## src/rtl/boot_mem.sv

```systemverilog
// Single-port program/data memory with a length-prefixed boot loader.
// Clears the array, loads the image at BOOT_BASE, then releases the CPU and serves 1-cycle reads.
module boot_mem #(
   parameter int unsigned ADDR_WIDTH = 6,
   parameter int unsigned DATA_WIDTH = 16,
   parameter int unsigned BOOT_BASE  = 8
) (
   input  logic                  clk,
   input  logic                  rst,
   input  logic                  ld_valid,
   input  logic [DATA_WIDTH-1:0] ld_data,
   output logic                  ld_ready,
   output logic                  cpu_rst_n,
   input  logic                  mem_we,
   input  logic [ADDR_WIDTH-1:0] mem_addr,
   input  logic [DATA_WIDTH-1:0] mem_data,
   output logic [DATA_WIDTH-1:0] mem_in,
   output logic                  boot_done,
   output logic                  boot_err
);

   localparam int unsigned           DEPTH     = 1 << ADDR_WIDTH;
   localparam logic [DATA_WIDTH-1:0] MAX_LEN   = DATA_WIDTH'(DEPTH - BOOT_BASE);
   localparam logic [ADDR_WIDTH-1:0] LAST_ADDR = '1;
   localparam logic [ADDR_WIDTH-1:0] BASE_ADDR = ADDR_WIDTH'(BOOT_BASE);

   typedef enum logic [2:0] {S_CLEAR, S_HDR, S_LOAD, S_RUN, S_ERR} state_e;

   state_e                  state_q, state_d;
   logic [ADDR_WIDTH-1:0]   clr_q, clr_d;
   logic [ADDR_WIDTH-1:0]   wptr_q, wptr_d;
   logic [DATA_WIDTH-1:0]   rem_q, rem_d;
   logic [DATA_WIDTH-1:0]   mem_in_q, mem_in_d;
   logic                    ld_ready_q, ld_ready_d;
   logic                    cpu_rst_n_q, cpu_rst_n_d;
   logic                    accept;
   logic                    ram_we;
   logic [ADDR_WIDTH-1:0]   ram_addr;
   logic [DATA_WIDTH-1:0]   ram_wdata;
   logic [DATA_WIDTH-1:0]   ram_q [DEPTH];

   assign accept = ld_valid & ld_ready_q;

   always_ff @(posedge clk) begin
      if (rst) begin
         state_q     <= S_CLEAR;
         clr_q       <= '0;
         wptr_q      <= '0;
         rem_q       <= '0;
         ld_ready_q  <= 1'b0;
         cpu_rst_n_q <= 1'b0;
         mem_in_q    <= '0;
      end else begin
         state_q     <= state_d;
         clr_q       <= clr_d;
         wptr_q      <= wptr_d;
         rem_q       <= rem_d;
         ld_ready_q  <= ld_ready_d;
         cpu_rst_n_q <= cpu_rst_n_d;
         mem_in_q    <= mem_in_d;
      end
   end

   // Array has no reset; the CLEAR sweep is what initialises it.
   always_ff @(posedge clk) begin
      if (ram_we) ram_q[ram_addr] <= ram_wdata;
   end

   always_comb begin
      state_d = state_q;
      clr_d   = clr_q;
      wptr_d  = wptr_q;
      rem_d   = rem_q;
      case (state_q)
         S_CLEAR: begin
            clr_d = clr_q + 1'b1;
            if (clr_q == LAST_ADDR) state_d = S_HDR;
         end
         S_HDR: begin
            if (accept) begin
               if (ld_data > MAX_LEN)  state_d = S_ERR;
               else if (ld_data == '0) state_d = S_RUN;
               else begin
                  state_d = S_LOAD;
                  wptr_d  = BASE_ADDR;
                  rem_d   = ld_data;
               end
            end
         end
         S_LOAD: begin
            if (accept) begin
               wptr_d = wptr_q + 1'b1;
               rem_d  = rem_q - 1'b1;
               if (rem_q == DATA_WIDTH'(1)) state_d = S_RUN;
            end
         end
         default: state_d = state_q;
      endcase
   end

   // Registered handshake/release flags follow the next state so they line up with it.
   always_comb begin
      ld_ready_d  = (state_d == S_HDR) || (state_d == S_LOAD);
      cpu_rst_n_d = (state_d == S_RUN);
      mem_in_d    = (state_q == S_RUN) ? ram_q[mem_addr] : '0;
      ram_we      = 1'b0;
      ram_addr    = '0;
      ram_wdata   = '0;
      case (state_q)
         S_CLEAR: begin
            ram_we   = 1'b1;
            ram_addr = clr_q;
         end
         S_LOAD: begin
            ram_we    = accept;
            ram_addr  = wptr_q;
            ram_wdata = ld_data;
         end
         S_RUN: begin
            ram_we    = mem_we;
            ram_addr  = mem_addr;
            ram_wdata = mem_data;
         end
         default: ram_we = 1'b0;
      endcase
      if (rst) ram_we = 1'b0;
      boot_done = (state_q == S_RUN);
      boot_err  = (state_q == S_ERR);
   end

   assign ld_ready  = ld_ready_q;
   assign cpu_rst_n = cpu_rst_n_q;
   assign mem_in    = mem_in_q;

endmodule
```

## config.mk

```make
export PLATFORM = sky130hd
export DESIGN_NAME = boot_mem
export DESIGN_NICKNAME = d
export VERILOG_FILES = /design/src/rtl/boot_mem.sv
export SDC_FILE = /design/constraint.sdc
export NUM_CORES = 1
export LEC_CHECK = 0
export CAP_MARGIN = 5
export CORE_MARGIN = 5
export CORE_UTILIZATION = 56
export DETAILED_ROUTE_END_ITERATION = 12
export PLACE_DENSITY = 0.75
export SLEW_MARGIN = 20
export SYNTH_ARGS = -nofsm -noshare
export SYNTH_HDL_FRONTEND = slang
export SYNTH_SLANG_ARGS = --single-unit
```

## constraint.sdc

```tcl
create_clock -name clk -period 3.5 [get_ports clk]
set_clock_uncertainty 0.2 [all_clocks]
set_input_delay 0.35 -clock clk [delete_from_list [all_inputs] [get_ports clk]]
set_output_delay 0.35 -clock clk [all_outputs]
set_load 0.05 [all_outputs]
```

* After elaboration in Yosys (flattened, before gate mapping)
Memories as Yosys holds them, arrays and structs flattened. A register that Yosys moved wholly into a read port is not among the register bits.
Cells that the tools add are included.
** Word-level totals
- Register bits after elaboration :: 33
- RAM bits :: 1024
- Output and inout port bits :: 20
- Word-level logic and storage cells :: 55
- Memories kept :: 1
** Operators by class
- $add $sub $neg :: 3
- Magnitude comparators :: 1
- Eq/ne operators :: 13
- Mux-type cells :: 23
- Bitwise logic cells :: 2
- Reduce and logical (&&, ||, !) cells :: 6
** Memories
- ram_q :: words 64, width 16, rd ports 1, clocked after memory_dff 1, wr ports 1, RTL line 40 : logic [DATA_WIDTH-1:0] ram_q [DEPTH];
** Operators with widths (number)
- 2-to-1 mux 16 bit :: 4
- one-hot mux 16 bit (2 select lines) :: 2
- 2-to-1 mux 6 bit :: 4
- one-hot mux 6 bit (3 select lines) :: 1
- == test 16 x 1 -> 1 bit (second input constant) :: 1
- greater-than comparator 16 x 6 -> 1 bit (second input constant) :: 1
- zero test 16 bit :: 1
- subtractor 16 x 1 -> 16 bit (second input constant) :: 1
- 2-to-1 mux 3 bit :: 5
- adder 6 x 1 -> 6 bit (second input constant) :: 2
- == test 3 x 2 -> 1 bit (second input constant) :: 4
- one-hot mux 6 bit (2 select lines) :: 1
- one-hot mux 3 bit (3 select lines) :: 1
- inequality test 2 bit (second input constant) :: 4
- == test 3 x 1 -> 1 bit (second input constant) :: 2
- == test 6 bit (second input constant) :: 1
- AND reduction 5 bit :: 1
- 2-to-1 mux 1 bit :: 4
- == test 3 bit (second input constant) :: 1
- zero test 3 bit :: 1
- one-hot mux 1 bit (3 select lines) :: 1
- nonzero test 2 bit :: 1
- OR reduction 2 bit :: 1
- bitwise AND 1 bit :: 1
- 2 further kinds :: 2

* Longest topological paths before layout
- Word-level depth :: 7
- Gate-level depth with buffers :: 9

* Worst setup path after synthesis
No wires, ideal clock.
- Path kind :: reg-to-reg
- Start :: register ld_ready_q, in the netlist ld_ready
- End :: memory ram_q[41][0] (enable)
- Arrival time :: 3015 ps
- Required time :: 2891 ps
- Setup slack :: -124 ps
- Cell stages (with the launch flop) :: 5
- Period minus slack after synthesis :: 3624 ps
- Cell sequence :: dfxtp_1 > nand2_1 > a2111oi_4 > nand4b_2 > nor3_1
** On the way
- Longest elaborated chain between the ends :: 5
** Ends and longest elaborated chain
- start: declaration :: RTL line 34 : logic ld_ready_q, ld_ready_d;
- start signal: assignment :: RTL line 58 : ld_ready_q <= ld_ready_d;
- bitwise AND 1 bit :: RTL line 42 : assign accept = ld_valid & ld_ready_q;
- one-hot mux 1 bit (3 select lines) :: RTL line 109 : case (state_q)
- 2-to-1 mux 1 bit :: RTL line 126 : if (rst) ram_we = 1'b0;
- 2-to-1 mux 1 bit :: RTL line 66 : if (ram_we) ram_q[ram_addr] <= ram_wdata;
- 2-to-1 mux 1 bit (not written as such) :: RTL line 66
- end: declaration :: RTL line 40
Every way passes these cells.

* Worst setup path in the final report
- Start :: register state_q[0]
- End :: memory ram_q[21][2] (enable)
** On the way
- Longest elaborated chain between the ends :: 5
** Ends and longest elaborated chain
- start: declaration :: RTL line 29 : state_e state_q, state_d;
- start signal: assignment :: RTL line 54 : state_q <= state_d;
- == test 3 x 2 -> 1 bit or zero test 3 bit (tied branches) :: RTL line 109
- one-hot mux 1 bit (3 select lines) :: RTL line 109
- 2-to-1 mux 1 bit :: RTL line 126
- 2-to-1 mux 1 bit :: RTL line 66
- 2-to-1 mux 1 bit (not written as such) :: RTL line 66
Several ways; a longest one is shown, not always the timed one.

==> summary.log <==
INFO  floorplanning  floorplan.rows=100
INFO  timing         max_slew.worst_pin.slew=1160ps
INFO  finish         final_design_area_no_fill=48100um^2
INFO  cts            worstSkewPairLatency=670ps
INFO  setup_path     worstPathRequired=3660ps
INFO  setup_path     cp_common_cell=nor2_1
INFO  yosys          yosys_warnings=0
INFO  timing         worst_rel_slew_slack=0.222
INFO  power          power.ir.vdd_worst=0.000408V
INFO  grt            number_of_global_route_vias_before_repair=22000
INFO  finish         syn2layout_area_growth=14.2%
INFO  placed_design  placedInstanceArea=44800um^2
INFO  setup_path     setup.worst_path.start_class=flip-flop
INFO  power          finalPower=25.5mW
INFO  yosys          netlist_area=42100um^2
INFO  setup_path     worst_ep_arrival_time=3460ps
INFO  setup_path     critical_path.cell_chain=mux2_1 > a22oi_1 > nor2_1 > or4_1 > nor2_1 > buf_12
INFO  setup_path     largest_delay_contributor_family_on_the_critical_path=simple AND/OR/NAND/NOR gates
INFO  setup_path     cpMaxStageDelayCell=or4_1
INFO  grt            grt_overflow=0
INFO  yosys          post_synth_num_cell_types=73
INFO  timing         setup_viol_count_final=0
INFO  yosys          synth_edf_count=1024
INFO  cts            ctsHtreeMaxLevel=3
INFO  placed_design  place.detailed.hpwl=62.5mm
INFO  setup_path     critical_path_buf_inv_count=1
INFO  drt            drt_iter0_markers=2877
INFO  yosys          synthCells=2014
INFO  timing         slew_viol_final=0
INFO  yosys          async_flop_share=0
INFO  grt            grt_use_total=0.251
INFO  grt            grt_antenna_before_repair=5
INFO  finish         fin_nets=2263
INFO  yosys          synth_fp_nets=2060
INFO  floorplanning  x_dimension_of_the_die=284um
INFO  finish         layout_commonest_cell=edfxtp_1
INFO  floorplanning  core-area=74600um^2
INFO  job            maxCapViolations=0
INFO  placed_design  post-place-ws=226ps
INFO  floorplanning  die_h=284um
INFO  cts            tritoncts=done
INFO  yosys          synth.yosys.seq_area_share=0.753
INFO  drt            drt-wirelength-per-cell=31.2um
INFO  drt            drc=0
INFO  cts            cts_hold_repair.buffers=0
INFO  drt            routed_wl=102mm
INFO  placed_design  place.port_buffers=61
INFO  power          leakage_power_summed_over_all_cells=18.0nW
INFO  drt            antenna_violating_nets_left=0
INFO  cts            clock_tree.buffer_depth=3
INFO  timing         grt_setup_unrepaired=no
INFO  grt            grt_pass1_wl=149mm
INFO  power          p_per_area=529nW/um^2
INFO  timing         fin_tns_setup=0ps
INFO  cts            clk_transition_reported_paths=60ps
INFO  setup_path     end_kind=flip-flop
INFO  drt            vias_per_cell=6.71
INFO  floorplanning  floorplan.die_area=80800um^2
INFO  yosys          syn-mean-instance-area=20.9um^2
INFO  drt            detailedRoute.firstPassIterationCount=5
INFO  timing         fmax=303MHz
INFO  drt            dr_total_vias=21900
INFO  timing         final_critical_period=3300ps
INFO  run_status     run_status=finished clean
INFO  setup_path     worstSetupPathType=reg -> reg
INFO  placed_design  gp_congestion=0.923
INFO  timing         total_count_of_hold_check_failures_in_the_final_report=0
INFO  setup_path     critical_path.max_stage_delay=750ps
INFO  yosys          synth_flop_cell=edfxtp_1
INFO  floorplanning  starting_utilization_of_the_core_area=0.565
INFO  finish         final_layout_size_suffix_gt1_frac=0.256
INFO  cts            cts_resized=1
INFO  grt            grt_max_degree=65
INFO  hold_path      hold_path_class=in -> reg
INFO  setup_path     crit_fanout=15
INFO  cts            cts_made_buffers=101
INFO  floorplanning  ios=62
INFO  timing         final.setup.worst_slack=204ps
INFO  yosys          ffs_latches_synth=1073
INFO  cts            cts_setup_buffers=0
INFO  cts            clock-sinks=1073
INFO  timing         final_min_period_over_clock_period=0.942
INFO  cts            cts.root.buffer_cell=clkbuf_16
INFO  finish         leading_cell_types_in_the_layout_fill_and_taps_excluded=1024 x edfxtp_1, 223 x mux4_2, 131 x buf_4
## logic make-up after synthesis
group / share of synthesized area
compound gates: 0.0406
xor+xnor: 0.000832
fa+ha+maj: 0.00119
buf+inv: 0.0181
flops: 0.753
mux: 0.156
simple gates: 0.0298
## per-stage QoR
step	std cells	hold WS, ps	util
after floorplan	2014	248	-
after global placement	3083	257	0.601
after detailed placement	3083	266	0.601
after CTS	3267	189	0.645
after global routing	3267	245	0.645
final	3270	223	0.645
## cell usage after synthesis (all sizes together), types with 9 or more instances
| cell | n | area, um^2 |
|---|---|---|
| nand2 | 18 | 67.6 |
| a221oi | 21 | 184 |
| a22oi | 17 | 133 |
| nor2b | 15 | 93.8 |
| dfxtp | 49 | 981 |
| buf | 75 | 553 |
| edfxtp | 1024 | 30700 |
| a21oi | 37 | 185 |
| a211oi | 11 | 82.6 |
| nor4 | 14 | 103 |
| o22ai | 23 | 144 |
| o221ai | 17 | 149 |
| mux2 | 25 | 282 |
| nor2 | 104 | 398 |
| a22o | 16 | 140 |
| o31ai | 14 | 105 |
| mux4 | 253 | 5810 |
| nand4 | 9 | 56.3 |
| nor3 | 23 | 125 |
| clkbuf | 42 | 166 |
| mux2i | 49 | 490 |
| nand2b | 10 | 62.6 |
| o21ai | 32 | 160 |
## where the power goes
part | switching [mW] | internal (mW) | total, mW
Combinational | 0.448 | 0.299 | 0.748
Sequential | 0.0114 | 13.9 | 13.9
Clock | 4.55 | 6.27 | 10.8
Total | 5.01 | 20.4 | 25.5
## metal layers
metal	wire length [um]	global-route usage
met1	37400	0.344
met2	51000	0.415
met3	10300	0.0530
met4	3200	0.0726
met5	53	0
## state kept, by name, summed over array words and instances (netlist names)
signal	flops
ram_q	1024
rem_q	16
ld_ready	1
clr_q	6
state_q	3
cpu_rst_n	1
mem_in	16
wptr_q	6
## worst reg2reg max path, cell delays in order, from the launching register on
cell and delay [ps]:
dfxtp_1 490, mux2_1 350, a22oi_1 410, nor2_1 230
or4_1 750, nor2_1 350, buf_12 200
## final timing paths
| kind | cells after the start | end | from | slack [ps] |
|---|---|---|---|---|
| worst min register to register | 2 | rem_q[14]$_SDFFE_PP0P_ | rem_q[14]$_SDFFE_PP0P_ | 290 |
| worst min-delay path | 3 | rem_q[2]$_SDFFE_PP0P_ | ld_data[2] | 220 |
| worst max register to register | 6 | ram_q[21][2]$_DFFE_PP_ | state_q[0]$_SDFF_PP0_ | 200 |
| worst max-delay path | 6 | ram_q[21][2]$_DFFE_PP_ | state_q[0]$_SDFF_PP0_ | 200 |
## layout make-up
class	count	area, um^2
well taps	969	1210
diodes	3	7.51
clock buffers	131	2790
inverters	7	26.3
repair buffers	219	2130
multi-input cells	815	9690
flip-flops and latches	1073	31700
fillers	4731	26500
clock inverters	53	500
(Power assumes the default switching activity.)
